`config.mk`:
```
export PLATFORM = sky130hd
export DESIGN_NAME = dvp_frame_sequencer
export DESIGN_NICKNAME = d
export VERILOG_FILES = /design/src/rtl/dvp_pkg.sv /design/src/rtl/dvp_sync_monitor.sv /design/src/rtl/dvp_frame_sequencer.sv
export SDC_FILE = /design/constraint.sdc
export NUM_CORES = 1
export LEC_CHECK = 0
export ABC_CLOCK_PERIOD_IN_PS = 2250
export CELL_PAD_IN_SITES_DETAIL_PLACEMENT = 0
export CELL_PAD_IN_SITES_GLOBAL_PLACEMENT = 1
export CORE_UTILIZATION = 30
export DETAILED_ROUTE_END_ITERATION = 10
export PLACE_DENSITY = 0.65
export SYNTH_ARGS = -nofsm -noshare
export SYNTH_HDL_FRONTEND = slang
export SYNTH_HIERARCHICAL = 1
export SYNTH_SLANG_ARGS = --single-unit
```
`constraint.sdc`:
```
create_clock -name pclk -period 2.25 [get_ports pclk]
set_clock_uncertainty 0.2 [all_clocks]
set_input_delay 0.45 -clock pclk [delete_from_list [all_inputs] [get_ports pclk]]
set_output_delay 0.45 -clock pclk [all_outputs]
set_load 0.005 [all_outputs]
```
`src/rtl/dvp_pkg.sv`:
```
// Shared state encoding and default frame geometry for the DVP frame sequencer.
package dvp_pkg;

   typedef enum logic [2:0] {
      DVP_IDLE    = 3'd0,
      DVP_ARM     = 3'd1,
      DVP_WAIT_VS = 3'd2,
      DVP_FRAME   = 3'd3,
      DVP_CHECK   = 3'd4,
      DVP_STOP    = 3'd5
   } dvp_state_e;

   localparam int DVP_LINES        = 720;
   localparam int DVP_PIX_PER_LINE = 2560;
   localparam int DVP_FRAME_PERIOD = 4115952;
   // Roughly 2% above one nominal frame period.
   localparam int DVP_TIMEOUT_CYC  = 4200000;

   localparam int DVP_LINE_CNT_W = 11;
   localparam int DVP_PIX_CNT_W  = 13;

   function automatic int dvp_cnt_width(input int max_val);
      return $clog2(max_val + 1);
   endfunction

endpackage

```
`src/rtl/dvp_sync_monitor.sv`:
```
// Registers VSYNC/HREF, detects VSYNC rise and HREF fall, counts lines and pixels.
// The pixel counter and line-length compare exist only with DVP_SEQ_PIXCHK_EN.
module dvp_sync_monitor
   import dvp_pkg::*;
`ifdef DVP_SEQ_PIXCHK_EN
#(
   parameter int PIX_PER_LINE = DVP_PIX_PER_LINE
)
`endif
(
   input  logic                      pclk,
   input  logic                      reset_n,
   input  logic                      vsync,
   input  logic                      href,
   input  logic                      clr,
   output logic                      vs_rise,
   output logic                      href_fall,
   output logic [DVP_LINE_CNT_W-1:0] line_cnt,
   output logic                      pix_err
);

   logic vsync_reg, vsync_d_reg;
   logic href_reg, href_d_reg;
   logic [DVP_LINE_CNT_W-1:0] line_cnt_reg;

   always_ff @(posedge pclk or negedge reset_n) begin
      if (!reset_n) begin
         vsync_reg   <= 1'b0;
         vsync_d_reg <= 1'b0;
         href_reg    <= 1'b0;
         href_d_reg  <= 1'b0;
      end else begin
         vsync_reg   <= vsync;
         vsync_d_reg <= vsync_reg;
         href_reg    <= href;
         href_d_reg  <= href_reg;
      end
   end

   assign vs_rise   = vsync_reg & ~vsync_d_reg;
   assign href_fall = ~href_reg & href_d_reg;

   always_ff @(posedge pclk or negedge reset_n) begin
      if (!reset_n) begin
         line_cnt_reg <= '0;
      end else if (clr) begin
         line_cnt_reg <= '0;
      end else if (href_fall && (line_cnt_reg != '1)) begin
         line_cnt_reg <= line_cnt_reg + 1'b1;
      end
   end

   assign line_cnt = line_cnt_reg;

`ifdef DVP_SEQ_PIXCHK_EN
   localparam logic [DVP_PIX_CNT_W-1:0] PIX_LEN = DVP_PIX_CNT_W'(PIX_PER_LINE);

   logic [DVP_PIX_CNT_W-1:0] pix_cnt_reg;
   logic                     pix_err_reg;

   // The fall cycle has href_reg low, so compare and count never collide.
   always_ff @(posedge pclk or negedge reset_n) begin
      if (!reset_n) begin
         pix_cnt_reg <= '0;
         pix_err_reg <= 1'b0;
      end else if (clr) begin
         pix_cnt_reg <= '0;
         pix_err_reg <= 1'b0;
      end else if (href_fall) begin
         pix_cnt_reg <= '0;
         if (pix_cnt_reg != PIX_LEN) begin
            pix_err_reg <= 1'b1;
         end
      end else if (href_reg && (pix_cnt_reg != '1)) begin
         pix_cnt_reg <= pix_cnt_reg + 1'b1;
      end
   end

   assign pix_err = pix_err_reg;
`else
   assign pix_err = 1'b0;
`endif

endmodule

```
`src/rtl/dvp_frame_sequencer.sv`:
```
// HDR capture sequencer: drives start/stop pulses to a DVP source and checks frame geometry.
// Optional per-line pixel check is built when DVP_SEQ_PIXCHK_EN is defined.
module dvp_frame_sequencer
   import dvp_pkg::*;
#(
   parameter int LINES_PER_FRAME = DVP_LINES,
   parameter int PIX_PER_LINE    = DVP_PIX_PER_LINE,
   parameter int TIMEOUT_CYC     = DVP_TIMEOUT_CYC,
   parameter int FCNT_W          = 6
)(
   input  logic              pclk,
   input  logic              reset_n,
   input  logic              start,
   input  logic              abort,
   input  logic [FCNT_W-1:0] num_frames,
   input  logic              vsync,
   input  logic              href,
   output logic              run_test,
   output logic              stop_test,
   output logic              busy,
   output logic              exp_sel,
   output logic              frame_done,
   output logic              frame_ok,
   output logic [FCNT_W-1:0] frames_done,
   output logic              err_lines,
   output logic              err_pixels,
   output logic              err_timeout
);

   localparam logic [2:0] ST_IDLE    = DVP_IDLE;
   localparam logic [2:0] ST_ARM     = DVP_ARM;
   localparam logic [2:0] ST_WAIT_VS = DVP_WAIT_VS;
   localparam logic [2:0] ST_FRAME   = DVP_FRAME;
   localparam logic [2:0] ST_CHECK   = DVP_CHECK;
   localparam logic [2:0] ST_STOP    = DVP_STOP;

   localparam int                        TMO_W     = dvp_cnt_width(TIMEOUT_CYC);
   localparam logic [TMO_W-1:0]          TMO_LAST  = TMO_W'(TIMEOUT_CYC - 1);
   localparam logic [DVP_LINE_CNT_W-1:0] LINE_LAST = DVP_LINE_CNT_W'(LINES_PER_FRAME - 1);

   logic [2:0]                state_reg, state_next;
   logic [TMO_W-1:0]          tmo_cnt_reg;
   logic [FCNT_W-1:0]         frames_done_reg, num_frames_reg, frames_inc;
   logic                      exp_sel_reg, short_reg;
   logic                      err_lines_reg, err_timeout_reg;

   logic                      vs_rise, href_fall, pix_err;
   logic [DVP_LINE_CNT_W-1:0] line_cnt;
   logic                      start_acc, line_last, timed, tmo_hit, run_done, short_det;

   // Counters are held clear outside FRAME, so every entry to FRAME starts from zero.
`ifdef DVP_SEQ_PIXCHK_EN
   dvp_sync_monitor #(
      .PIX_PER_LINE (PIX_PER_LINE)
   ) u_sync_monitor (
`else
   dvp_sync_monitor u_sync_monitor (
`endif
      .pclk      (pclk),
      .reset_n   (reset_n),
      .vsync     (vsync),
      .href      (href),
      .clr       (state_reg != ST_FRAME),
      .vs_rise   (vs_rise),
      .href_fall (href_fall),
      .line_cnt  (line_cnt),
      .pix_err   (pix_err)
   );

   assign start_acc  = (state_reg == ST_IDLE) && start && !abort;
   assign line_last  = href_fall && (line_cnt == LINE_LAST);
   assign timed      = (state_reg == ST_WAIT_VS) || (state_reg == ST_FRAME);
   assign tmo_hit    = timed && (tmo_cnt_reg == TMO_LAST);
   assign frames_inc = frames_done_reg + 1'b1;
   assign run_done   = (num_frames_reg != '0) && (frames_inc == num_frames_reg);

   always_comb begin
      state_next = state_reg;
      case (state_reg)
         ST_IDLE: begin
            if (start_acc) state_next = ST_ARM;
         end
         ST_ARM: begin
            state_next = abort ? ST_STOP : ST_WAIT_VS;
         end
         ST_WAIT_VS: begin
            if (abort || tmo_hit) state_next = ST_STOP;
            else if (vs_rise)     state_next = ST_FRAME;
         end
         ST_FRAME: begin
            // A VSYNC rise before the last line ends a short frame.
            if (abort || tmo_hit)         state_next = ST_STOP;
            else if (line_last || vs_rise) state_next = ST_CHECK;
         end
         ST_CHECK: begin
            if (abort || run_done) state_next = ST_STOP;
            else if (short_reg)    state_next = ST_FRAME;
            else                   state_next = ST_WAIT_VS;
         end
         ST_STOP: begin
            state_next = ST_IDLE;
         end
         default: begin
            state_next = ST_IDLE;
         end
      endcase
   end

   assign short_det = (state_reg == ST_FRAME) && (state_next == ST_CHECK) && !line_last;

   always_ff @(posedge pclk or negedge reset_n) begin
      if (!reset_n) begin
         state_reg       <= ST_IDLE;
         tmo_cnt_reg     <= '0;
         frames_done_reg <= '0;
         num_frames_reg  <= '0;
         exp_sel_reg     <= 1'b0;
         short_reg       <= 1'b0;
         err_lines_reg   <= 1'b0;
         err_timeout_reg <= 1'b0;
      end else begin
         state_reg <= state_next;

         if (state_next != state_reg) begin
            tmo_cnt_reg <= '0;
         end else if (timed) begin
            tmo_cnt_reg <= tmo_cnt_reg + 1'b1;
         end

         if (start_acc) begin
            frames_done_reg <= '0;
            num_frames_reg  <= num_frames;
            exp_sel_reg     <= 1'b0;
            err_lines_reg   <= 1'b0;
            err_timeout_reg <= 1'b0;
         end

         if (state_reg == ST_FRAME) begin
            short_reg <= short_det;
         end
         if (short_det) begin
            err_lines_reg <= 1'b1;
         end
         if (tmo_hit) begin
            err_timeout_reg <= 1'b1;
         end

         if (state_reg == ST_CHECK) begin
            frames_done_reg <= frames_inc;
            exp_sel_reg     <= ~exp_sel_reg;
         end
      end
   end

`ifdef DVP_SEQ_PIXCHK_EN
   logic err_pixels_reg;

   always_ff @(posedge pclk or negedge reset_n) begin
      if (!reset_n) begin
         err_pixels_reg <= 1'b0;
      end else if (start_acc) begin
         err_pixels_reg <= 1'b0;
      end else if ((state_reg == ST_CHECK) && pix_err) begin
         err_pixels_reg <= 1'b1;
      end
   end

   assign err_pixels = err_pixels_reg;
`else
   assign err_pixels = 1'b0;
   // Line length is accepted for interface compatibility but not measured here.
   if (PIX_PER_LINE < 1) begin : g_pix_len_unused
   end
`endif

   assign run_test    = (state_reg == ST_ARM);
   assign stop_test   = (state_reg == ST_STOP);
   assign busy        = (state_reg != ST_IDLE);
   assign frame_done  = (state_reg == ST_CHECK);
   assign frame_ok    = frame_done && !short_reg && !pix_err;
   assign exp_sel     = exp_sel_reg;
   assign frames_done = frames_done_reg;
   assign err_lines   = err_lines_reg;
   assign err_timeout = err_timeout_reg;

endmodule

```
# Word level (Yosys, flattened, before mapping)

Cells that the tools add are included.

Word-level logic and storage cells: 76
Input bits: 12
Bits in registers: 57
Output and inout port bits: 15

Muxes and demuxes: 19
Reduce and logical (&&, ||, !) cells: 24
Bitwise gates (word level): 5
Equal/unequal tests: 12
$add $sub $neg: 3

Operator list:

| cell                    | count |
|---|---|
| $mux W23                | 2 |
| $add A23 B1 Y23 const B | 1 |
| $eq A23 B23 Y1 const B  | 1 |
| $mux W11                | 2 |
| $mux W3                 | 7 |
| $pmux W3 S5             | 1 |
| $mux W6                 | 2 |
| $add A11 B1 Y11 const B | 1 |
| $eq A11 B10 Y1 const B  | 1 |
| $ne A11 B11 Y1 const B  | 1 |
| $reduce_bool A2 Y1      | 5 |
| $eq A3 B3 Y1 const B    | 3 |
| $logic_and A1 B1 Y1     | 9 |
| $add A6 B1 Y6 const B   | 1 |
| $eq A3 B2 Y1 const B    | 2 |
| $eq A6 B6 Y1            | 1 |
| $reduce_bool A6 Y1      | 1 |
| $mux W1                 | 5 |
| $logic_or A1 B1 Y1      | 4 |
| $eq A3 B1 Y1 const B    | 1 |
| $logic_not A1 Y1        | 3 |
| $logic_not A3 Y1        | 1 |
| $ne A3 B2 Y1 const B    | 1 |
| $ne A3 B3 Y1            | 1 |
| 3 further kinds         | 6 |

# Longest topological paths before layout

Gate-level depths: netlist of the first run.

Depth after elaboration: 11
Gate-level depth with buffers: 9
Mapped depth without buffers: 7

# Modules after synthesis

Netlist of the first run, hierarchy kept.

Modules (own cells, without submodules):

| module              | cells an instance | area an instance (um^2) | instances | sequential area each (um^2) |
|---|---|---|---|---|
| dvp_frame_sequencer | 250               | 2,288.4                 | 1         | 1,051.0 |
| dvp_sync_monitor    | 68                | 739.5                   | 1         | 375.4 |

# Least setup slack after synthesis of the first run

Ideal clock, no wire load.

Path type: flip-flop to flip-flop
From: register tmo_cnt_reg[0]
To: register tmo_cnt_reg[13]
Setup slack: 257 ps
Period minus slack after synthesis: 1,993 ps
Arrival time: 1,722 ps
Stages on the path, launching flop included: 9
Setup time: 71 ps
Cells stage by stage: dfrtp_1 -> ha_1 -> and4_1 -> nand3_4 -> nor3_1 -> o41ai_2 -> nand3_2 -> buf_6 -> nor2_1

Cells in the longest elaborated chain, start to end: 7
Elaborated cells on any way between the ends: 11
Those cells by class: add/sub (1); eq/ne (2); mux (5); reduce/logical (3)

Ends and longest elaborated chain:

| item                                                  | line                                                 | RTL |
|---|---|---|
| start: declaration                                    | dvp_frame_sequencer.sv:42                            | `logic [TMO_W-1:0] tmo_cnt_reg;` |
| start signal: assignment                              | dvp_frame_sequencer.sv:127                           | `tmo_cnt_reg <= tmo_cnt_reg + 1'b1;` |
| $eq A23 B23 Y1                                        | dvp_frame_sequencer.sv:73                            | `assign tmo_hit = timed && (tmo_cnt_reg == TMO_LAST);` |
| $logic_and A1 B1 Y1                                   | dvp_frame_sequencer.sv:73                            |  |
| $logic_or A1 B1 Y1                                    | dvp_frame_sequencer.sv:87, dvp_frame_sequencer.sv:92 |  |
| $mux W3 (on tied branches)                            | dvp_frame_sequencer.sv:92, dvp_frame_sequencer.sv:87 |  |
| $pmux W3 S5                                           | dvp_frame_sequencer.sv:79                            | `case (state_reg)` |
| $ne A3 B3 Y1                                          | dvp_frame_sequencer.sv:124                           | `if (state_next != state_reg) begin` |
| $mux W23 / $reduce_bool A2 Y1 (equally long branches) | n/a                                                  |  |

Parallel ways exist; a longest one is shown, timed or not. The select of a mux whose other input is x is not followed.
A chain may end at the register's enable or synchronous reset.

# Worst setup path in the final report of the first run

From: register state_reg[1]
To: register tmo_cnt_reg[13]

Cells in the longest elaborated chain, start to end: 8
Elaborated cells on any way between the ends: 19
Those cells by class: eq/ne (5); mux (7); reduce/logical (7)

Ends and longest elaborated chain:

| item                                                  | line                                                 | RTL |
|---|---|---|
| start: declaration                                    | dvp_frame_sequencer.sv:41                            | `logic [2:0] state_reg, state_next;` |
| start signal: assignment                              | dvp_frame_sequencer.sv:122                           | `state_reg <= state_next;` |
| $eq A3 B2 Y1                                          | dvp_frame_sequencer.sv:72, dvp_frame_sequencer.sv:79 |  |
| $logic_or A1 B1 Y1                                    | dvp_frame_sequencer.sv:72                            | `assign timed = (state_reg == ST_WAIT_VS) \|\| (state_reg == ST_FRAME);` |
| $logic_and A1 B1 Y1                                   | dvp_frame_sequencer.sv:73                            |  |
| $logic_or A1 B1 Y1                                    | dvp_frame_sequencer.sv:87, dvp_frame_sequencer.sv:92 |  |
| $mux W3 (on tied branches)                            | dvp_frame_sequencer.sv:92, dvp_frame_sequencer.sv:87 |  |
| $pmux W3 S5                                           | dvp_frame_sequencer.sv:79                            |  |
| $ne A3 B3 Y1                                          | dvp_frame_sequencer.sv:124                           |  |
| $mux W23 / $reduce_bool A2 Y1 (equally long branches) | n/a                                                  |  |

Parallel ways exist; a longest one is shown, timed or not.

==> out/results.txt, run 1 <==
post-synthesis cell type count - 51
CP Data Arrival Time - 2190 ps
Overall Global Routing Usage - 14.2%
VDD IR-drop max - 0.448 mV
Antenna Nets Post-Route - 0
Req. time, crit path - 2310 ps
largest net degree at the start of global routing - 58
Cell Area, Synth - 0.00303 sq mm
Iteration-0 DRC Markers - 64
Worst-path clk slew - 60 ps
slew at the pin with the worst max-slew slack - 493 ps
Post-Layout Cell Count - 519
Tcrit/Tclk final - 94.6%
Yosys top cell area share - 47.1%
Util after Layout - 40.0%
Setup Crit Path Kind - flip-flop to flip-flop
final wirelength - 6720 um
Endpoint, Worst Hold - u_sync_monitor/vsync_d_reg
hold_ws - 174 ps
Final Power - 3.47 mW
flop2flop setup slack - 120 ps
die height - 102 um
Final Hold Fails - 0
Vias/cell - 4.71
Routability Congestion - 0.775
DR pass1 iterations - 4
Worst Hold Depth - 0
Static Leak - 1.72 nW
wire per inst - 12.9 um
gr ovfl total - 0
Max Fclk - 470 MHz
Placed Cells - 496
worst hold path class - flip-flop to flip-flop
number of synthesis warnings - 6
CORE AREA - 0.00977 sq mm
max reg flops - 23
DR DRC count - 0
share of cells above drive strength 1 - 21.5%
Hold Path Origin - u_sync_monitor/vsync_reg
Sink Count - 57
Synth Flop Type - dfrtp_1
Critical R2R Launch - state_reg[1]
Avg Cell Area, Syn - 9.52 sq um
number of global-route vias before repair - 2341
first-pass GRT wire length - 11300 um
min Tclk post-route - 2130 ps
TritonCTS clock tree - done
worst-path cell chain - buf_4, buf_4, nor2b_4, nand3_4, o31ai_2, a221o_2, nand3_2, buf_12, nor2_2
Mapped Cells - 318
final worst setup slack - 122 ps
number of placement rows - 36
deepest clock path buffer count - 2
post-synthesis net count - 333
Async SR Flop Fraction - 100%
CTS Buf Count - 9
pwr dens - 887 mW/mm^2
most used cell, CP - buf_4
DIE AREA - 0.0105 sq mm
largest area contributor in the netlist - dfrtp_1
initial antenna violation count - 0
final non-filler cell area - 0.00391 sq mm
setup TNS - 0 ps
Synth Register Bits - 57
Synth area leaders - dfrtp_1 47%, nand2_1 6.0%, xor2_1 5.8%, nor2_1 5.0%, xnor2_1 3.2%
area grow syn2layout - 29.2%
H-tree Lvls - 3
# diodes - 0
Port Buffer Count - 25
nets@finish - 396
dpl hpwl - 4630 um
Slowest Stage Delay on Critical Path - 370 ps
vias after detailed routing - 2443
# IOs - 27
CP Max Fanout - 22
Placement Setup Slack - 11.2 ps
clock latency on the worst-skew pair - 330 ps
RR Endpoint - tmo_cnt_reg[13]
post-synthesis sequential area ratio - 47.1%
kind of end point of the critical path - flip-flop
layout filler cell count - 1017
EDFF count, synth - 0
Initial Util - 31.0%
Slew HR - 66.8%
Critical Path Start Type - flip-flop
final setup fails - 0
CTS root buffer - clkbuf_8
area of placed instances - 0.00362 sq mm
unrepaired setup endpoints after global routing - yes
Register-to-Register Path Depth - 9
max-slew violations - 0
slowest CP cell - dfrtp_1
outcome - complete, no violations
Die Span X - 102 um
Max-Cap Viols - 0
[per-layer routing]
metal	wire [um]	vias up	part of all wire, %	track usage (%)
li1	-	1220	-	-
met1	3210	1188	48	18.4
met2	3240	31	48	22.5
met3	226	4	3.4	4.31
met4	40	0	0.60	4.62
met5	0	-	0	0
[how the worst max path moves through the flow]
stage	from	endpoint	depth (start not counted)
floorplan	tmo_cnt_reg[0]	tmo_cnt_reg[13]	8
global placement	abort	tmo_cnt_reg[9]	7
detailed placement	abort	tmo_cnt_reg[10]	7
CTS	tmo_cnt_reg[13]	tmo_cnt_reg[13]	7
global route	tmo_cnt_reg[17]	tmo_cnt_reg[13]	7
finish	state_reg[1]	tmo_cnt_reg[13]	9
[cell usage in the layout (no fill, tap or decap), drive strengths merged, types with 2 or more instances in the layout]
master and count:
a211oi 2, a21o 4, a21oi 6, a31oi 3, and2 4, and3 5
and4 3, and4b 3, buf 38, clkbuf 13, clkdlybuf4s50 19, clkinv 3
conb 2, dfrtp 57, dlygate4sd2 5, ha 3, inv 8, mux2i 3
nand2 48, nand3 16, nand4 10, nor2 42, nor2b 6, nor3 9
nor4 5, o21ai 16, o31ai 4, o41ai 2, or3 3, or4 2
xnor2 11, xor2 20
[final cells by class]
class,instances,area [sq um],area share (%)
well taps,133,166,4.25
clock inverters,3,15.0,0.384
flip-flops and latches,57,1430,36.6
multi-input cells,242,1560,39.8
repair buffers,63,556,14.2
inverters,8,30.0,0.768
clock buffers,13,159,4.06
[report_power, final]
group	total [mW]	internal (mW)	switching [mW]
sequential	1.32	1.17	0.154
combinational	1.29	0.648	0.642
clock	0.854	0.455	0.400
total	3.47	2.27	1.19
[cell families (layout without fill, tap and decap cells)]
logic type / Yosys count / in the layout / share of synthesized area [%]
simple gates: 159 / 159 / 27.7
flops: 57 / 57 / 47.1
compound gates: 43 / 43 / 9.83
xor+xnor: 31 / 31 / 8.97
buf+inv: 19 / 87 / 3.55
mux: 4 / 4 / 1.36
fa+ha+maj: 3 / 3 / 1.24
other cells: 2 / 2 / 0.248
[cell usage after synthesis, types with 2 or more instances]
| master | instances |
|---|---|
| nand4_2 | 2 |
| nand4_1 | 7 |
| dfrtp_1 | 57 |
| o21ai_0 | 16 |
| and2_1 | 4 |
| a21o_1 | 3 |
| mux2i_1 | 3 |
| nor2b_1 | 4 |
| clkbuf_1 | 3 |
| o31ai_2 | 2 |
| a31oi_1 | 3 |
| nor3_1 | 9 |
| and4b_1 | 3 |
| and3_1 | 4 |
| buf_2 | 2 |
| nor2b_4 | 2 |
| a21oi_1 | 6 |
| o31ai_1 | 2 |
| nor2_2 | 2 |
| or3_1 | 3 |
| nand2_1 | 48 |
| buf_4 | 3 |
| or4_1 | 2 |
| conb_1 | 2 |
| inv_1 | 8 |
| nand3_1 | 14 |
| a211oi_1 | 2 |
| and4_1 | 3 |
| buf_6 | 3 |
| xnor2_1 | 11 |
| ha_1 | 3 |
| nor4_1 | 5 |
| nor2_1 | 40 |
| xor2_1 | 20 |
[worst max-delay path, delay by kind of cell, from the launching register on]
family / cells / cell delay [ps]
flip-flops: 1 / 370
buffers and inverters: 3 / 430
AO/OA/AOI/OAI: 2 / 490
AND/OR/NAND/NOR: 4 / 550
[what timing repair did]
item,4_1_cts,5_1_grt
gates cloned,0,0
setup buffers,3,3
hold endpoints to repair,57,0
endpoints found under the setup margin,5,25
hold buffers,1,0
resized for setup,10,11
pin swaps,1,2
(Power assumes the default switching activity.)
==> run 2: changes to the inputs <==
Settings changed: ABC_CLOCK_PERIOD_IN_PS 2250 to 2000, TNS_END_PERCENT set to 1.
Clock period 2.25 ns to 2 ns, I/O delays scaled along.
==> run 2 against run 1 <==
  * The run now ends with negative setup slack left
  * Setup slack worse by 230 ps
  * Design area rose by 8.5%
  * Routed wire length rose by 2.6%
  * Total power rose by 24%
  * Critical endpoint unchanged
  * Largest cell class unchanged
  * Register-to-register slack got worse by 230 ps
  * Highest routed layer unchanged
  * Maximum frequency grew 0.81%
  * Largest power group is now combinational cells
==> out/results.txt, run 2 (synthesis gave the netlist of run 1 again) <==
# diodes - 0 (unchanged)
final worst setup slack - -110 ps (was 122 ps)
Vias/cell - 4.64 (was 4.71)
outcome - finished with violations (was complete, no violations)
dpl hpwl - 4840 um (was 4630 um)
worst hold path class - flip-flop to flip-flop (unchanged)
Register-to-Register Path Depth - 8 (was 9)
Util after Layout - 43.4% (was 40.0%)
Clock power frac - 28.6% (was 24.6%)
gr ovfl total - 0 (unchanged)
Req. time, crit path - 2020 ps (was 2310 ps)
Post-Layout Cell Count - 550 (was 519)
RR Endpoint - tmo_cnt_reg[13] (unchanged)
Placed Cells - 527 (was 496)
Final Power - 4.31 mW (was 3.47 mW)
nets@finish - 427 (was 396)
deepest clock path buffer count - 2 (unchanged)
Critical Path Start Type - flip-flop (unchanged)
clock latency on the worst-skew pair - 340 ps (was 330 ps)
Sink Count - 57 (unchanged)
number of global-route vias before repair - 2499 (was 2341)
Net Sw Power - 1.41 mW (was 1.19 mW)
CP Max Fanout - 22 (unchanged)
final wirelength - 6900 um (was 6720 um)
final non-filler cell area - 0.00424 sq mm (was 0.00391 sq mm)
CORE AREA - 0.00977 sq mm (unchanged)
share of cells above drive strength 1 - 30.9% (was 21.5%)
flop2flop setup slack - -110 ps (was 120 ps)
worst-path cell chain - nor4bb_2, buf_4, a31o_2, o31ai_4, a221o_2, nand3_2, buf_12, nor2_1 (was buf_4, buf_4, nor2b_4, nand3_4, o31ai_2, a221o_2, nand3_2, buf_12, nor2_2)
CP Data Arrival Time - 2130 ps (was 2190 ps)
sequential cell area - 0.00143 sq mm (about the same)
wire per inst - 12.5 um (was 12.9 um)
Iteration-0 DRC Markers - 83 (was 64)
DR DRC count - 0 (unchanged)
Worst Hold Depth - 0 (unchanged)
Routability Congestion - 0.734 (was 0.775)
Hold Path Origin - u_sync_monitor/vsync_reg (unchanged)
Overall Global Routing Usage - 14.4% (was 14.2%)
Antenna Nets Post-Route - 0 (unchanged)
Worst-path clk slew - 60 ps (about the same)
hold_ws - 180 ps (was 174 ps)
Slowest Stage Delay on Critical Path - 400 ps (was 370 ps)
layout filler cell count - 979 (was 1017)
most frequent cells in the layout - 65 x buf_4, 53 x dfrtp_1, 47 x nand2_1 (was 54 x dfrtp_1, 47 x nand2_1, 36 x nor2_1)
kind of end point of the critical path - flip-flop (unchanged)
pwr dens - 1020 mW/mm^2 (was 887 mW/mm^2)
final setup fails - 25 (was 0)
commonest non-fill, non-tap cell in the layout - buf_4 (was dfrtp_1)
Pint - 2.90 mW (was 2.27 mW)
Endpoint, Worst Hold - u_sync_monitor/vsync_d_reg (unchanged)
area of placed instances - 0.00385 sq mm (was 0.00362 sq mm)
failing checks - negative setup slack
largest net degree at the start of global routing - 58 (unchanged)
# IOs - 27 (unchanged)
initial antenna violation count - 0 (unchanged)
Max-Cap Viols - 0 (unchanged)
min Tclk post-route - 2110 ps (was 2130 ps)
area of the multi-input gates - 0.00161 sq mm (was 0.00156 sq mm)
Port Buffer Count - 25 (unchanged)
Final Hold Fails - 0 (unchanged)
DIE AREA - 0.0105 sq mm (unchanged)
VDD IR-drop max - 0.426 mV (was 0.448 mV)
area grow syn2layout - 40.1% (was 29.2%)
max reg flops - 23 (unchanged)
vias after detailed routing - 2550 (was 2443)
die height - 102 um (unchanged)
unrepaired setup endpoints after global routing - yes (unchanged)
worst path bufs/invs - 2 (was 3)
Setup Crit Path Kind - flip-flop to flip-flop (unchanged)
DR pass1 iterations - 4 (unchanged)
CTS root buffer - clkbuf_8 (unchanged)
Max Fclk - 474 MHz (was 470 MHz)
H-tree Lvls - 3 (unchanged)
CTS Buf Count - 9 (unchanged)
Initial Util - 31.0% (unchanged)
TritonCTS clock tree - done (unchanged)
sequential share of power - 34.3% (was 38.2%)
first-pass GRT wire length - 11600 um (was 11300 um)
slowest CP cell - dfrtp_1 (unchanged)
setup TNS - -2480 ps (was 0 ps)
Critical R2R Launch - u_sync_monitor/line_cnt[8] (was state_reg[1])
Sw Share - 32.7% (was 34.4%)
max-slew violations - 0 (unchanged)
Comb pwr share - 37.1% (was 37.2%)
number of placement rows - 36 (unchanged)
CP top delay family - compound AO/OA/AOI/OAI gates (was simple AND/OR/NAND/NOR gates)
Placement Setup Slack - -189 ps (was 11.2 ps)
Die Span X - 102 um (unchanged)
Tcrit/Tclk final - 106% (was 94.6%)
Static Leak - 1.92 nW (was 1.72 nW)
run 2: cell count changes in the layout (fill, tap and decap cells not counted), sizes merged:
cell	change
buf	+32
bufinv	+2
clkinv	-1
clkinvlp	+1
dlygate4sd2	-4
dlymetal6s2s	+1
run 2: power groups by stage:
stage | combinational (mW) | sequential (mW) | clock, mW
2_1_floorplan | 0.771 | 1.49 | 0
5_1_grt | 1.77 | 1.50 | 1.33
6_report | 1.60 | 1.48 | 1.24
3_3_place_gp | 1.51 | 1.47 | 0
3_5_place_dp | 1.51 | 1.48 | 0
4_1_cts | 1.54 | 1.47 | 1.28
run 2: worst max-delay path by stage:
stage | endpoint | cells past startpoint | startpoint | slack (ps)
global route | tmo_cnt_reg[12] | 8 | tmo_cnt_reg[13] | -230
detailed placement | tmo_cnt_reg[0] | 7 | abort | -190
CTS | frame_done | 4 | state_reg[0] | -160
floorplan | tmo_cnt_reg[13] | 8 | tmo_cnt_reg[0] | 7
finish | tmo_cnt_reg[13] | 8 | u_sync_monitor/line_cnt[8] | -110
global placement | state_reg[0] | 8 | frames_done[0] | -150
run 2: layout make-up:
cell class / instances / share of cell area [%]
Inverter: 8 / 0.708
Tap cell: 133 / 3.92
Clock inverter: 5 / 1.83
Timing Repair Buffer: 94 / 18.4
Multi-Input combinational cell: 242 / 37.8
Sequential cell: 57 / 33.7
Clock buffer: 11 / 3.57
run 2: routing by layer:
| metal | global-route usage (%) | vias to the layer above | part of all wire (%) |
|---|---|---|---|
| met4 | 6.59 | 0 | 1.3 |
| met1 | 19.0 | 1211 | 48 |
| met5 | 0 | - | 0 |
| met2 | 23.0 | 40 | 48 |
| met3 | 2.67 | 8 | 3.1 |
| li1 | - | 1291 | - |
run 2: repair_timing:
action	4_1_cts	5_1_grt
hold endpoints to repair	57	0
cloned	0	0
hold buffers	1	0
pin swaps	0	5
setup endpoints to repair	31	36
resized for setup	17	23
setup buffers	0	6
==> run 3: changes to the inputs <==
Settings changed: CORE_UTILIZATION 30 to 45, PLACE_DENSITY 0.65 to 0.88.
==> run 3 against run 2 <==
  * The flow finishes with violations (design-rule violations, negative setup slack)
  * Sequential share of layout area shrank 0.97 points
  * Combinational power up 24%
  * Flip-flop and latch count unchanged
  * Via count is 6.0% higher
  * Final cell count shrank 9.3%
  * Critical path type unchanged
  * Largest power group unchanged
==> out/results.txt, run 3 (synthesis gave the netlist of run 1 again) <==
number of global-route vias before repair - 2615 (was 2499)
Final Hold Fails - 0 (unchanged)
largest net degree at the start of global routing - 58 (unchanged)
min Tclk post-route - 2150 ps (was 2110 ps)
Critical R2R Launch - tmo_cnt_reg[14] (was u_sync_monitor/line_cnt[8])
DR DRC count - 4 (was 0)
worst-path cell chain - nor4b_2, nand4_1, buf_4, o31ai_4, a221o_2, nand3_4, buf_8, nor2_1 (was nor4bb_2, buf_4, a31o_2, o31ai_4, a221o_2, nand3_2, buf_12, nor2_1)
# IOs - 27 (unchanged)
initial antenna violation count - 0 (unchanged)
Routability Congestion - 0.873 (was 0.734)
Setup Crit Path Kind - flip-flop to flip-flop (unchanged)
max reg flops - 23 (unchanged)
dpl hpwl - 4820 um (was 4840 um)
VDD IR-drop max - 0.536 mV (was 0.426 mV)
pwr dens - 1010 mW/mm^2 (was 1020 mW/mm^2)
sequential cell area - 0.00143 sq mm (about the same)
Final Power - 4.39 mW (was 4.31 mW)
share of cells above drive strength 1 - 33.9% (was 30.9%)
Initial Util - 47.1% (was 31.0%)
TritonCTS clock tree - done (unchanged)
area of placed instances - 0.00381 sq mm (was 0.00385 sq mm)
Worst-path clk slew - 60 ps (about the same)
worst path bufs/invs - 2 (unchanged)
DIE AREA - 0.00706 sq mm (was 0.0105 sq mm)
Antenna Nets Post-Route - 0 (unchanged)
CTS Buf Count - 9 (unchanged)
Overall Global Routing Usage - 21.8% (was 14.4%)
Iteration-0 DRC Markers - 160 (was 83)
wire per inst - 15.0 um (was 12.5 um)
CP top delay family - simple AND/OR/NAND/NOR gates (was compound AO/OA/AOI/OAI gates)
commonest non-fill, non-tap cell in the layout - buf_4 (unchanged)
Hold Path Origin - u_sync_monitor/vsync_reg (unchanged)
Static Leak - 1.95 nW (was 1.92 nW)
kind of end point of the critical path - flip-flop (unchanged)
final wirelength - 7500 um (was 6900 um)
final setup fails - 27 (was 25)
CP Max Fanout - 6 (was 22)
Slowest Stage Delay on Critical Path - 390 ps (was 400 ps)
Critical Path Start Type - flip-flop (unchanged)
Util after Layout - 67.9% (was 43.4%)
CORE AREA - 0.00642 sq mm (was 0.00977 sq mm)
area grow syn2layout - 44.0% (was 40.1%)
gr ovfl total - 0 (unchanged)
unrepaired setup endpoints after global routing - yes (unchanged)
failing checks - design-rule violations, negative setup slack (was negative setup slack)
first-pass GRT wire length - 11900 um (was 11600 um)
deepest clock path buffer count - 2 (unchanged)
final worst setup slack - -150 ps (was -110 ps)
Port Buffer Count - 25 (unchanged)
clock latency on the worst-skew pair - 340 ps (about the same)
nets@finish - 434 (was 427)
Vias/cell - 5.41 (was 4.64)
H-tree Lvls - 3 (unchanged)
layout filler cell count - 504 (was 979)
Req. time, crit path - 2070 ps (was 2020 ps)
CTS root buffer - clkbuf_8 (unchanged)
Max Fclk - 465 MHz (was 474 MHz)
CP Data Arrival Time - 2220 ps (was 2130 ps)
number of placement rows - 29 (was 36)
max-slew violations - 0 (unchanged)
Placement Setup Slack - -187 ps (was -189 ps)
worst hold path class - flip-flop to flip-flop (unchanged)
slowest CP cell - dfrtp_1 (unchanged)
crit path from - tmo_cnt_reg[14] (was u_sync_monitor/line_cnt[8])
Sink Count - 57 (unchanged)
Tcrit/Tclk final - 108% (was 106%)
most frequent cells in the layout - 68 x buf_4, 55 x dfrtp_1, 46 x nand2_1 (was 65 x buf_4, 53 x dfrtp_1, 47 x nand2_1)
final non-filler cell area - 0.00436 sq mm (was 0.00424 sq mm)
# diodes - 0 (unchanged)
Die Span X - 84.0 um (was 102 um)
Max-Cap Viols - 0 (unchanged)
outcome - finished with violations (unchanged)
die height - 84.0 um (was 102 um)
DR pass1 iterations - 7 (was 4)
vias after detailed routing - 2702 (was 2550)
area of the multi-input gates - 0.00176 sq mm (was 0.00161 sq mm)
==> run 3: changes by cell type in the layout (fill, tap and decap cells not counted), moves of 3 or more <==
cell | before | now
dlygate4sd2_1 | 1 | 4
buf_4 | 65 | 68
clkbuf_1 | 0 | 3
nor2_4 | 0 | 17
nor2_1 | 39 | 21
buf_8 | 0 | 3
==> run 3: worst reg2reg max path: stages, from the launching register on <==
cell and delay, ps:
dfrtp_1 390, nor4b_2 300, nand4_1 120, buf_4 170, o31ai_4 270, a221o_2 220
nand3_4 130, buf_8 190, nor2_1 90
==> run 3: per-layer routing <==
layer  GRT usage [%]  share of wire (%)  vias to the layer above
met5               0                  0                        -
met4            10.3                2.4                        0
met3            3.66                3.2                       14
met2            34.9                 49                       54
met1            28.7                 45                     1333
li1                -                  -                     1301
==> run 3: final timing paths <==
kind	endpoint	slack (ps)	cells after the start
worst min-delay path	u_sync_monitor/vsync_d_reg	170	0
worst max-delay path	tmo_cnt_reg[0]	-150	8
min in group asynchronous	u_sync_monitor/line_cnt[1]	390	3
max in group asynchronous	state_reg[1]	920	3
worst min register to register	u_sync_monitor/vsync_d_reg	170	0
worst max register to register	tmo_cnt_reg[0]	-150	8
==> run 3: power by group <==
group / total, mW / internal [mW] / switching [mW] / leakage (nW)
combinational: 1.99 / 0.981 / 1.00 / 1.10
clock: 0.923 / 0.505 / 0.419 / 0.0826
sequential: 1.48 / 1.32 / 0.158 / 0.766
total: 4.39 / 2.81 / 1.58 / 1.95
==> run 3: stage by stage <==
| stage | hold slack, ps | TNS [ps] | cells |
|---|---|---|---|
| floorplan | -95.6 | 0 | 318 |
| global placement | 156 | -4160 | 477 |
| detailed placement | 162 | -4100 | 477 |
| CTS | 172 | -3680 | 494 |
| global route | 194 | -6400 | 499 |
| finish | 168 | -3100 | 499 |
==> run 3: area by class of cell <==
type                       instances  area share (%)
multi-input combinational        242            40.4
tap                               77            2.21
clock buffer                      14            3.73
timing repair buffer             101            20.2
inverter                           8           0.689
sequential                        57            32.8
==> run 3: timing repair <==
action,CTS,global route
buffers inserted,2,3
hold endpoints to repair,57,0
resized for setup,15,64
hold buffers,1,0
cloned,0,2
pin swaps,4,28
endpoints found under the setup margin,32,36
